### config.mk
export PLATFORM = sky130hd
export DESIGN_NAME = switch_debounce
export DESIGN_NICKNAME = d
export VERILOG_FILES = /design/src/rtl/led_pkg.sv /design/src/rtl/sync_2ff.sv /design/src/rtl/switch_debounce.sv
export SDC_FILE = /design/constraint.sdc
export NUM_CORES = 1
export LEC_CHECK = 0
export CORE_UTILIZATION = 28
export DETAILED_ROUTE_END_ITERATION = 12
export PLACE_DENSITY_LB_ADDON = 0.12
export SLEW_MARGIN = 20
export SYNTH_ARGS = -nofsm -noshare
export SYNTH_HDL_FRONTEND = slang
export SYNTH_SLANG_ARGS = --single-unit
### constraint.sdc
create_clock -name clk -period 2.5 [get_ports clk]
set_input_delay 0.625 -clock clk [delete_from_list [all_inputs] [get_ports clk]]
set_output_delay 0.625 -clock clk [all_outputs]
set_load 0.05 [all_outputs]
### src/rtl/led_pkg.sv
// led_pkg: shared LED mode codes, debounce FSM encoding and counter width
package led_pkg;
  localparam logic [1:0] MODE_SIDES   = 2'b00;
  localparam logic [1:0] MODE_BLINK   = 2'b01;
  localparam logic [1:0] MODE_CHASE   = 2'b10;
  localparam logic [1:0] MODE_BREATHE = 2'b11;
  localparam int DEB_CNT_W = 24;
  typedef enum logic [1:0] {INIT, IDLE, SETTLE} deb_state_t;
endpackage

### src/rtl/sync_2ff.sv
// sync_2ff: two-flop synchronizer for one asynchronous bit
module sync_2ff (
  input  logic clk,
  input  logic rst_n,
  input  logic d,
  output logic q
);
  logic meta;
  // first flop may go metastable; second gives it a full cycle to resolve
  always_ff @(posedge clk or negedge rst_n)
    if (!rst_n) {q, meta} <= 2'b00;
    else {q, meta} <= {meta, d};
endmodule

### src/rtl/switch_debounce.sv
// switch_debounce: debounces a 2-bit switch pair as one value into a registered LED mode
module switch_debounce
  import led_pkg::*;
#(
  parameter int CLK_HZ          = 125_000_000,
  parameter int DEBOUNCE_CYCLES = 1_250_000
) (
  input  logic       clk,
  input  logic       rst_n,
  input  logic [1:0] switch,
  output logic [1:0] mode,
  output logic       mode_valid,
  output logic       mode_change
);
  localparam logic [DEB_CNT_W-1:0] CNT_MAX = DEB_CNT_W'(DEBOUNCE_CYCLES - 1);
  if (DEBOUNCE_CYCLES < 2 || DEBOUNCE_CYCLES > (1 << DEB_CNT_W) - 1 || CLK_HZ < 1) begin : g_bad_param
    $error("switch_debounce: DEBOUNCE_CYCLES out of range 2..2^24-1");
  end
  logic [1:0] sw_s;
  for (genvar i = 0; i < 2; i++) begin : g_sync
    sync_2ff u_sync (.clk(clk), .rst_n(rst_n), .d(switch[i]), .q(sw_s[i]));
  end
  deb_state_t state_q, state_d;
  logic [1:0] cand_q, cand_d, mode_d;
  logic [DEB_CNT_W-1:0] cnt_q, cnt_d;
  logic valid_d, change_d;
  // all state and outputs are registers; outputs never depend combinationally on inputs
  always_ff @(posedge clk or negedge rst_n)
    if (!rst_n) begin
      state_q     <= INIT;
      cand_q      <= '0;
      cnt_q       <= '0;
      mode        <= MODE_SIDES;
      mode_valid  <= 1'b0;
      mode_change <= 1'b0;
    end else begin
      state_q     <= state_d;
      cand_q      <= cand_d;
      cnt_q       <= cnt_d;
      mode        <= mode_d;
      mode_valid  <= valid_d;
      mode_change <= change_d;
    end
  // any move of the pair restarts the window, so both bits settle together
  always_comb begin
    state_d  = state_q;
    cand_d   = cand_q;
    cnt_d    = cnt_q;
    mode_d   = mode;
    valid_d  = mode_valid;
    change_d = 1'b0;
    case (state_q)
      INIT:
        if (sw_s != cand_q) begin
          cand_d = sw_s;
          cnt_d  = '0;
        end else if (cnt_q == CNT_MAX) begin
          mode_d  = cand_q;
          valid_d = 1'b1;
          state_d = IDLE;
        end else cnt_d = cnt_q + 1'b1;
      IDLE:
        if (sw_s != mode) begin
          cand_d  = sw_s;
          cnt_d   = '0;
          state_d = SETTLE;
        end
      SETTLE:
        if (sw_s != cand_q) begin
          cand_d = sw_s;
          cnt_d  = '0;
        end else if (cnt_q == CNT_MAX) begin
          mode_d   = cand_q;
          change_d = cand_q != mode;
          state_d  = IDLE;
        end else cnt_d = cnt_q + 1'b1;
      default: state_d = INIT;
    endcase
  end
endmodule

== Yosys cells after proc, flatten, opt, wreduce, memory -nomap -nowiden ==
Index checks and enable logic that the tools add are counted.
Word-level totals
  register bits: 36
  input port bits: 4
  output and inout port bits: 4
  word-level logic and storage cells: 45
Cells by class
  add/subtract/negate cells: 1
  equality and inequality tests: 11
  muxes and demuxes: 14
  bitwise logic cells: 1
  reductions and logical operators: 8
Operator list (count)
  two-way mux 24 bit: 3
  case mux 24 bit (2 select lines): 1
  adder 24 x 1 -> 24 bit (second input constant): 1
  == test 24 x 21 -> 1 bit (second input constant): 1
  AND reduction 3 bit: 5
  two-way mux 2 bit: 5
  case mux 2 bit (2 select lines): 2
  != test 2 bit: 3
  != test 2 x 1 -> 1 bit (second input constant): 2
  != test 2 bit (second input constant): 2
  two-way mux 1 bit: 3
  != test 3 bit (second input constant): 1
  == test 2 x 1 -> 1 bit (second input constant): 1
  == test 2 bit (second input constant): 1
  logical NOT 2 bit: 1
  nonzero test 2 bit: 1
  OR reduction 2 bit: 1
  inverter 1 bit: 1

== Logic depth before layout (Yosys ltp) ==
  word-level depth: 4
  mapped depth: 7
  depth with buffers taken out: 5

== By module ==
A second synthesis with hierarchy kept.
Unflattened totals
  cell total of the unflattened synthesis: 206
  area, all modules: 2004.4 um2
By module, submodules not included
  switch_debounce: instances 1, cells each 202, area each 1904.3 um2, sequential area each 800.8 um2
  sync_2ff: instances 2, cells each 2, area each 50.0 um2, sequential area each 50.0 um2

== Least setup slack after synthesis ==
OpenSTA, ideal clock, no wires.
  path kind: reg2reg
  start point: register mode[0]
  end point: register cnt_q[22]
  arrival: 1818 ps
  data required time: 2421 ps
  slack: 602 ps
  cell stages (with the launch flop): 6
  period minus slack after synthesis: 1898 ps
  cells stage by stage: dfrtp_1 -> xor2_1 -> o21bai_4 -> buf_6 -> a2111oi_4 -> mux2i_1
On the way
  longest elaborated chain between the ends: 3
RTL lines
  start: declaration: RTL line switch_debounce.sv:11  | output logic [1:0] mode,
  start signal: assignment: RTL line switch_debounce.sv:40  | mode <= mode_d;
  != test 2 bit: RTL line switch_debounce.sv:63  | if (sw_s != mode) begin
  != test 2 bit (no line)
  AND reduction 3 bit (no line)
  end signal: assignment: RTL line switch_debounce.sv:39  | cnt_q <= cnt_d;
  end: declaration: RTL line switch_debounce.sv:25  | logic [DEB_CNT_W-1:0] cnt_q, cnt_d;
Every way passes these cells.
A chain may end at the register's enable or synchronous reset.

== Final worst setup path ==
  start point: register mode[1]
  end point: output port mode[1]
No word-level cell between the ends.

==> impl_metrics.yaml <==
logic_synthesis:
  synth_seq_cells: 36
  synth_edf_count: 0
  synth_area_um2: 2260
  netlist_top_cells_count: "dfrtp_1 (36), nand3_1 (22), nand2_1 (15), mux2i_1 (12)"
  synth.net_count: 221
  yosysMostFrequentCell: "dfrtp_1"
  ys.flop_type: "dfrtp_1"
  syn_avg_cell_area_um2: 10.5
  synth_warnings: 0
  synth.distinct_cells: 48
  synth_area_leaders: "dfrtp_1 (40%), mux2i_1 (5.3%), nand3_1 (4.9%)"
  synth_top_cell_area_share: 0.399
  synthArstFlopShare: 1.00
  yosysTopAreaCell: "dfrtp_1"
  syn_inst: 216
  ys_seq_area_frac: 0.399
min_path:
  worstHoldPathType: "reg2reg"
  min_path_cells: 0
  whs_endpoint: "g_sync[0].u_sync.q$_DFF_PN0_"
  min_from: "g_sync[0].u_sync.meta$_DFF_PN0_"
cells_and_area:
  nets: 221
  regArea_um2: 901
  layoutNonFillerInstCount: 319
  drive_gt1_frac: 0.157
  syn2layout_area_growth_pct: 10.3
  fillers: 822
  multiInputGateArea_um2: 1250
  diodes: 0
floorplanning:
  die-area_um2: 8430
  start_util: 0.291
  row_count: 32
  dieHeight_um: 91.8
  ios: 8
  chipWidth_um: 91.8
  coreArea_um2: 7770
clock_tree:
  cts_tree: "built"
  clkTransAtPathRegs_ns: 0.08
  htree_levels: 2
  clk_latency_ns: 0.29
  cts_resized: 0
  hold_buffers: 0
  post_cts.repair.setup_buffers: 0
  cts_root_buf: "clkbuf_8"
  cts_buffers: 5
  cts_num_sinks: 36
  clock_path_buffers: 2
timing:
  setup_ws_ns: 0.314
  maxSlewHeadroom: 0.443
  min_period_over_period: 0.874
  min_period_ns: 2.19
  tightest_slew_ns: 0.836
  clock.fmax_ghz: 0.458
  slew_violations: 0
  hold_viol_final: 0
  setup_viol: 0
  rsz0062_at_grt: "false"
  setup_tns_ns: 0
  finalClockSkew_ns: 0.00430
pwr:
  internal_power_mw: 0.939
  ir_drop_mv: 0.235
  swShare: 0.251
  power_frac_seq: 0.495
  comb_power_share: 0.093
  clkPwrFrac: 0.413
  netSwitchingPower_mw: 0.315
  powerDensity_nw_per_um2: 503
  p_leak_nw: 0.929
  p_total_mw: 1.25
place:
  portBuffers: 7
  gp_congestion: 0.725
  dpl_worst_slack_ns: 0.474
  dp_cells: 311
  dpl.hpwl_um: 3530
grt:
  grt_first_pass_wirelength_um: 8750
  grt_usage: 0.133
  grt_max_degree: 37
  antenna_found_initial: 0
  grt_pass1_vias: 1662
  grt-ovfl-total: 0
outcome:
  status: "finished clean"
critical_path:
  cp_slowest_cell: "clkdlybuf4s50_1"
  path_buf_inv: 1
  cp_max_fo: 4
  crit_family: "buffers and inverters"
  crit_chain: "clkdlybuf4s50_1"
  crit_type: "reg2out"
  reg2reg_from: "g_sync[1].u_sync.q$_DFF_PN0_"
  cp.arrival_ns: 1.56
  setup.worst_path.start: "mode[1]$_DFFE_PN0P_"
  crit_path_start_kind: "flip-flop"
  max_stage_delay_ns: 0.84
  r2r_slack_ns: 0.49
  critPathRequiredTime_ns: 1.88
  reg2reg_to: "cand_q[1]$_DFFE_PN0P_"
  endpoint_kind: "output pin"
  reg2reg_depth: 4
route:
  postRouteAntennaNets: 0
  drc: 0
  vias: 1670
  routed_wirelength_um: 5110
  firstDrtPassIters: 4
  drtIter0Drc: 102
  wl_per_cell_um: 16.0
  vias_per_cell: 5.24
flow_run:
  max_cap_viol_count: 0
[through the flow]
stage / util / hold WS, ns / area, um2
2_1_floorplan: - / 0.329 / 2260
4_1_cts: 0.321 / 0.358 / 2490
6_report: 0.321 / 0.353 / 2490
3_5_place_dp: 0.307 / 0.337 / 2380
5_1_grt: 0.321 / 0.360 / 2490
3_3_place_gp: 0.307 / 0.333 / 2380
[kinds of logic after synthesis]
kind of cell             share of synthesized area
AND/OR/NAND/NOR                              0.249
AO/OA/AOI/OAI                                0.197
adder cells (fa/ha/maj)                    0.00554
multiplexers                                0.0731
flip-flops                                   0.399
XOR/XNOR                                    0.0266
buffers and inverters                       0.0498
[power groups by stage]
stage	logic [mW]	registers, mW	clock network [mW]
finish	0.116	0.620	0.518
global route	0.132	0.625	0.567
CTS	0.118	0.620	0.549
detailed placement	0.118	0.632	0
global placement	0.119	0.633	0
floorplan	0.0872	0.627	0
[layout make-up]
cell class | count | area share
repair buffers | 10 | 0.0351
well taps | 102 | 0.0512
inverters | 5 | 0.00753
flip-flops and latches | 36 | 0.361
clock inverters | 3 | 0.0171
multi-input cells | 158 | 0.500
clock buffers | 5 | 0.0276
[cells in the final DEF (no fill, tap or decap), types with 6 or more instances in the layout]
cell / n
nand2_1: 15
nand3_1: 22
nand3b_1: 9
nand4_1: 7
nor2_1: 7
a31oi_1: 6
dfrtp_1: 36
clkdlybuf4s50_1: 6
a22o_1: 6
mux2i_1: 12
[state kept, by name (all words and copies together) (netlist names)]
register,count
g_sync.u_sync.q,2
cnt_q,24
state_q,2
mode_change,1
g_sync.u_sync.meta,2
mode,2
cand_q,2
mode_valid,1
[metal layers]
| metal | GRT usage | vias to the layer above | routed length, um |
|---|---|---|---|
| met1 | 0.194 | 806 | 2720 |
| li1 | - | 828 | - |
| met5 | 0 | - | 0 |
| met3 | 0.0257 | 6 | 137 |
| met2 | 0.193 | 30 | 2210 |
| met4 | 0.0495 | 0 | 54 |
[how the worst max path moves through the flow]
stage / endpoint / slack (ns) / depth (start not counted)
floorplan: cnt_q[22]$_DFFE_PN0P_ / 0.60 / 5
global route: mode[1] / 0.27 / 1
global placement: cand_q[0]$_DFFE_PN0P_ / 0.45 / 4
finish: mode[1] / 0.31 / 1
detailed placement: cand_q[1]$_DFFE_PN0P_ / 0.47 / 4
CTS: mode[1] / 0.28 / 1
[worst register-to-register path, cell delays in order, from the launching register on]
cell and delay [ns]:
dfrtp_1 0.43, xor2_2 0.21, o21bai_4 0.65, nand2_1 0.28
mux2_2 0.33
Note: power is estimated with default switching activity, not from simulation.
